--- src/rtl/multiway_light_controller.sv ---
// Multi-approach traffic light controller: one green approach at a time,
// round-robin hand-over on demand, yellow and all-red clearance, and a night
// flashing mode. Lights decode from registered state; phase_start is registered.
module multiway_light_controller #(
   parameter int NUM_DIR     = 4,
   parameter int DIR_BIT     = 2,
   parameter int TIMER_BIT   = 4,
   parameter int GREEN_MIN   = 4,
   parameter int GREEN_MAX   = 8,
   parameter int YELLOW_TIME = 2,
   parameter int ALLRED_TIME = 1,
   parameter int FLASH_HALF  = 2
) (
   input  logic                   clk,
   input  logic                   rst,
   input  logic [NUM_DIR-1:0]     car,
   input  logic                   flash,
   output logic [3*NUM_DIR-1:0]   lights,
   output logic [DIR_BIT-1:0]     cur_dir,
   output logic                   phase_start
);

   typedef enum logic [1:0] {
      ST_GREEN  = 2'd0,
      ST_YELLOW = 2'd1,
      ST_ALLRED = 2'd2,
      ST_FLASH  = 2'd3
   } state_t;

   localparam logic [2:0] LT_GREEN  = 3'b001;
   localparam logic [2:0] LT_YELLOW = 3'b010;
   localparam logic [2:0] LT_RED    = 3'b100;
   localparam logic [2:0] LT_DARK   = 3'b000;

   // Terminal counts for each timed phase, sized to the phase counter.
   localparam logic [TIMER_BIT-1:0] G_MIN_M1 = TIMER_BIT'(GREEN_MIN - 1);
   localparam logic [TIMER_BIT-1:0] G_MAX_M1 = TIMER_BIT'(GREEN_MAX - 1);
   localparam logic [TIMER_BIT-1:0] Y_M1     = TIMER_BIT'(YELLOW_TIME - 1);
   localparam logic [TIMER_BIT-1:0] A_M1     = TIMER_BIT'(ALLRED_TIME - 1);
   localparam logic [TIMER_BIT-1:0] F_M1     = TIMER_BIT'(FLASH_HALF - 1);

   state_t                 state;
   logic [TIMER_BIT-1:0]   cnt;
   logic [DIR_BIT-1:0]     next_dir;
   logic                   pend_flash;
   logic                   flash_on;

   logic [NUM_DIR-1:0]     cur_mask;
   logic                   other_req;
   logic                   cur_car;
   logic                   green_done;

   // First requesting approach after 'from', wrapping past NUM_DIR-1 to 0.
   // Falls back to 'from' when nobody else is asking.
   function automatic logic [DIR_BIT-1:0] rr_pick(input logic [NUM_DIR-1:0] req,
                                                  input logic [DIR_BIT-1:0] from);
      logic [DIR_BIT-1:0] pick;
      logic [NUM_DIR-1:0] sh;
      logic               found;
      int                 t;
      pick  = from;
      found = 1'b0;
      for (int k = 1; k < NUM_DIR; k++) begin
         t = int'(from) + k;
         if (t >= NUM_DIR) t = t - NUM_DIR;
         sh = req >> t;
         if (!found && sh[0]) begin
            found = 1'b1;
            pick  = DIR_BIT'(t);
         end
      end
      return pick;
   endfunction

   assign cur_mask  = NUM_DIR'(1) << cur_dir;
   assign other_req = |(car & ~cur_mask);
   assign cur_car   = |(car & cur_mask);

   // Green may hand over once it has hit the maximum, or reached the minimum
   // with its own approach empty; either way only if someone else is waiting.
   assign green_done = other_req &&
                       ((cnt == G_MAX_M1) || ((cnt >= G_MIN_M1) && !cur_car));

   // Phase sequencer: state, phase counter, grant registers and phase_start pulse.
   always_ff @(posedge clk or posedge rst) begin
      if (rst) begin
         state       <= ST_GREEN;
         cnt         <= '0;
         cur_dir     <= '0;
         next_dir    <= '0;
         pend_flash  <= 1'b0;
         flash_on    <= 1'b0;
         phase_start <= 1'b0;
      end else begin
         phase_start <= 1'b0;
         case (state)
            ST_GREEN: begin
               // Flash wins over car hand-over once minimum green is served.
               if (flash && (cnt >= G_MIN_M1)) begin
                  state      <= ST_YELLOW;
                  cnt        <= '0;
                  pend_flash <= 1'b1;
               end else if (green_done) begin
                  state    <= ST_YELLOW;
                  cnt      <= '0;
                  next_dir <= rr_pick(car, cur_dir);
               end else if (cnt != G_MAX_M1) begin
                  cnt <= cnt + 1'b1;
               end
            end
            ST_YELLOW: begin
               if (cnt == Y_M1) begin
                  state <= ST_ALLRED;
                  cnt   <= '0;
               end else begin
                  cnt <= cnt + 1'b1;
               end
            end
            ST_ALLRED: begin
               if (cnt == A_M1) begin
                  cnt <= '0;
                  if (pend_flash) begin
                     state    <= ST_FLASH;
                     flash_on <= 1'b1;
                  end else begin
                     state       <= ST_GREEN;
                     cur_dir     <= next_dir;
                     phase_start <= 1'b1;
                  end
               end else begin
                  cnt <= cnt + 1'b1;
               end
            end
            default: begin
               // Leaving flash: clear to all-red, then restart at approach 0.
               if (!flash) begin
                  state      <= ST_ALLRED;
                  cnt        <= '0;
                  pend_flash <= 1'b0;
                  next_dir   <= '0;
               end else if (cnt == F_M1) begin
                  cnt      <= '0;
                  flash_on <= ~flash_on;
               end else begin
                  cnt <= cnt + 1'b1;
               end
            end
         endcase
      end
   end

   // Per-approach lamp decode from the registered state.
   always_comb begin
      lights = '0;
      for (int i = 0; i < NUM_DIR; i++) begin
         case (state)
            ST_GREEN:  lights[3*i +: 3] = (cur_dir == DIR_BIT'(i)) ? LT_GREEN  : LT_RED;
            ST_YELLOW: lights[3*i +: 3] = (cur_dir == DIR_BIT'(i)) ? LT_YELLOW : LT_RED;
            ST_ALLRED: lights[3*i +: 3] = LT_RED;
            default:   lights[3*i +: 3] = flash_on ? LT_YELLOW : LT_DARK;
         endcase
      end
   end

endmodule

--- config.mk ---
export PLATFORM = sky130hd
export DESIGN_NAME = multiway_light_controller
export DESIGN_NICKNAME = d
export VERILOG_FILES = /design/src/rtl/multiway_light_controller.sv
export SDC_FILE = /design/constraint.sdc
export NUM_CORES = 1
export LEC_CHECK = 0
export CORE_UTILIZATION = 52
export CTS_CLUSTER_DIAMETER = 50
export DETAILED_ROUTE_END_ITERATION = 8
export GPL_TIMING_DRIVEN = 0
export PLACE_DENSITY_LB_ADDON = 0.08
export SLEW_MARGIN = 10
export SYNTH_ARGS = -nofsm -noshare
export SYNTH_HDL_FRONTEND = slang
export SYNTH_SLANG_ARGS = --single-unit
--- constraint.sdc ---
create_clock -name clk -period 5.58 [get_ports clk]
set_input_delay 0.837 -clock clk [delete_from_list [all_inputs] [get_ports clk]]
set_output_delay 0.837 -clock clk [all_outputs]
set_load 0.1 [all_outputs]
==> run metrics <==
Worst Path Max Fanout=8; Final Skew=10.4 ps; fmax=0.270 GHz; DRT antenna net count=0; final period utilization=0.664; FF-to-FF path depth=8; Total Wirelength=between 2000 and 2500 um; initial core utilization=0.552; FF+latch count, synth=13; die width=roughly 50 um; Setup crit end kind=output pin; standard-cell rows=17; dpl hpwl=1890 um; Worst EP arrival=approximately 2900 ps; post-DR vias/cell=roughly 5.8; share of cells above drive strength 1=0.135; cells after synthesis=roughly 130; clk_lat worst skew=between 200 and 300 ps; post-CTS setup buffers=0; Yosys cell types=41; Crit. path cell count=6; status=complete, no violations; # setup viols final=0; slew margin rel.=0.347; vias in the first global route=1000; Most used DFF post-synth=dfrtp_1; GRT Resource Usage Total=0.231; GP Congestion=0.913; Mapped Nets=150; Nets=176; first-pass detailed-route iteration total=4; setup_tns=0 ps; num ports=22; R2R Path Start=cur_dir[0]$_DFFE_PP0P_; Max Slew Vio Count=0; post-route minimum period=about 3700 ps; WL per Instance=around 14 um; Async SR Flop Fraction=1.00; Crit path largest cell delay=1130 ps; final hold vios=0; slowest stage cell, crit path=clkdlybuf4s50_1; Clock Path Buffers=2; CTS clk-pin slew, worst paths=90 ps; die area=0.00252 mm2; P&R area growth vs syn=22.6%; worst slew pin tran=between 900 and 1000 ps; syn_area_per_cell=between 9 and 10 um2; largest net degree at the start of global routing=14; final core utilization=0.676; Num Clock Sinks=13; Top delay family on crit path=buffers and inverters; grt ovf=0; Synth Warn #=0; Iter 0 DRT Violations=21; Hold Path Class=flop to flop; max cap viols=0; n_diodes=0; reg2reg end=next_dir[0]$_DFFE_PP0P_; DP Area=about 0.0015 mm2; Yosys top cell by area=dfrtp_1; R2R Setup Slk=3250 ps; chip height=about 50 um; WP data required=4740 ps; first-pass GRT wire length=between 4000 and 5000 um; Clock Tree Root=clkbuf_4; most frequent cell after synthesis=dfrtp_1; Post-Layout Inst Area=0.00148 mm2; CP startpoint=state[1]$_DFFE_PP0P_; sequential area share after synthesis=0.269; hold_buf cts=0; CP cell instances=clkbuf_1, inv_1, ha_1, nor2b_1, and2_1, clkdlybuf4s50_1; Area contributors post-synth=dfrtp_1 (27%), ha_1 (12%), mux2i_1 (7.5%), a22o_1 (5.8%), mux2_2 (3.7%); Post-synth EDFFs=0; critical path type=flop to output pin; DR vias=1063; post-synth top area share=0.269; Startpoint Class=flop; post-synthesis cell area=between 0.001 and 0.0015 mm2; initial antenna violation count=0; H-tree levels=1; CP bufs+invs=3; # DRC=0; cts bufs inserted=3; Synth top cells by count=dfrtp_1 (13), ha_1 (12), inv_1 (11), nand2_1 (11), mux2i_1 (9); Port Buffers=21; Setup crit end=lights[0]; TritonCTS clock tree=built; Core Area=between 0.002 and 0.0025 mm2; post-cts resize count=0; RSZ-0062 raised after global routing=no
[cells in the final DEF (no fill, tap or decap), types with 2 or more instances in the layout]
master	count
clkdlybuf4s50_1	21
dfrtp_1	13
ha_1	12
inv_1	11
nand2_1	11
mux2i_1	9
a22o_1	8
o21ai_0	5
nor2_1	5
mux2_2	4
a21oi_1	4
nand2b_1	4
and2_1	4
nor3_1	3
nor2b_1	3
nor3b_1	3
clkbuf_4	3
or2_2	2
a22oi_1	2
nand3_1	2
xnor2_1	2
and3b_1	2
a211o_2	2
[through the flow]
stage | worst slack [ps] | hold WS, ps | std cells
final | 1880 | 509 | 184
after global routing | 1700 | 527 | 184
after CTS | 1860 | 512 | 184
after detailed placement | 2200 | 492 | 180
after global placement | 2240 | 491 | 180
after floorplan | 1620 | 462 | 131
[how the worst min path moves through the flow]
stage                            start  slack, ps  cells after the start                       to
6_report       next_dir[0]$_DFFE_PP0P_        510                      1  next_dir[0]$_DFFE_PP0P_
5_1_grt        next_dir[1]$_DFFE_PP0P_        530                      1  next_dir[1]$_DFFE_PP0P_
3_3_place_gp   next_dir[1]$_DFFE_PP0P_        490                      1  next_dir[1]$_DFFE_PP0P_
4_1_cts        next_dir[1]$_DFFE_PP0P_        510                      1  next_dir[1]$_DFFE_PP0P_
2_1_floorplan  next_dir[1]$_DFFE_PP0P_        460                      1  next_dir[1]$_DFFE_PP0P_
3_5_place_dp   next_dir[0]$_DFFE_PP0P_        490                      1  next_dir[0]$_DFFE_PP0P_
[registers in the layout, indices dropped and copies added (netlist names)]
| register | count |
|---|---|
| pend_flash | 1 |
| flash_on | 1 |
| phase_start | 1 |
| cnt | 4 |
| state | 2 |
| next_dir | 2 |
| cur_dir | 2 |
[metal layers]
| layer | part of all wire | wire length [um] | vias to the layer above | track usage |
|---|---|---|---|---|
| met5 | 0 | 0 | - | 0 |
| li1 | - | - | 526 | - |
| met4 | 0.013 | 33 | 0 | 0.100 |
| met2 | 0.46 | 1150 | 29 | 0.356 |
| met3 | 0.043 | 107 | 6 | 0.0545 |
| met1 | 0.48 | 1200 | 502 | 0.306 |
[area by class of cell]
class                           instances  area [um2]
Clock inverter                          1        5.00
Multi-Input combinational cell        104         826
Sequential cell                        13         325
Clock buffer                            3        22.5
Fill cell                             180         709
Timing Repair Buffer                   21         210
Buffer                                  3        16.3
Tap cell                               28        35.0
Inverter                               11        41.3
[kinds of logic after synthesis]
group	share of synthesized area
and+or+nand+nor	0.190
AOI/OAI and AO/OA	0.204
muxes	0.143
xor gates and xnor gates	0.0217
adders and majority gates	0.124
buffers and inverters	0.0476
DFF	0.269
Power is left out: the tool's default activity adds up to more than one toggle a clock period on the data nets, which glitch-free logic cannot reach.
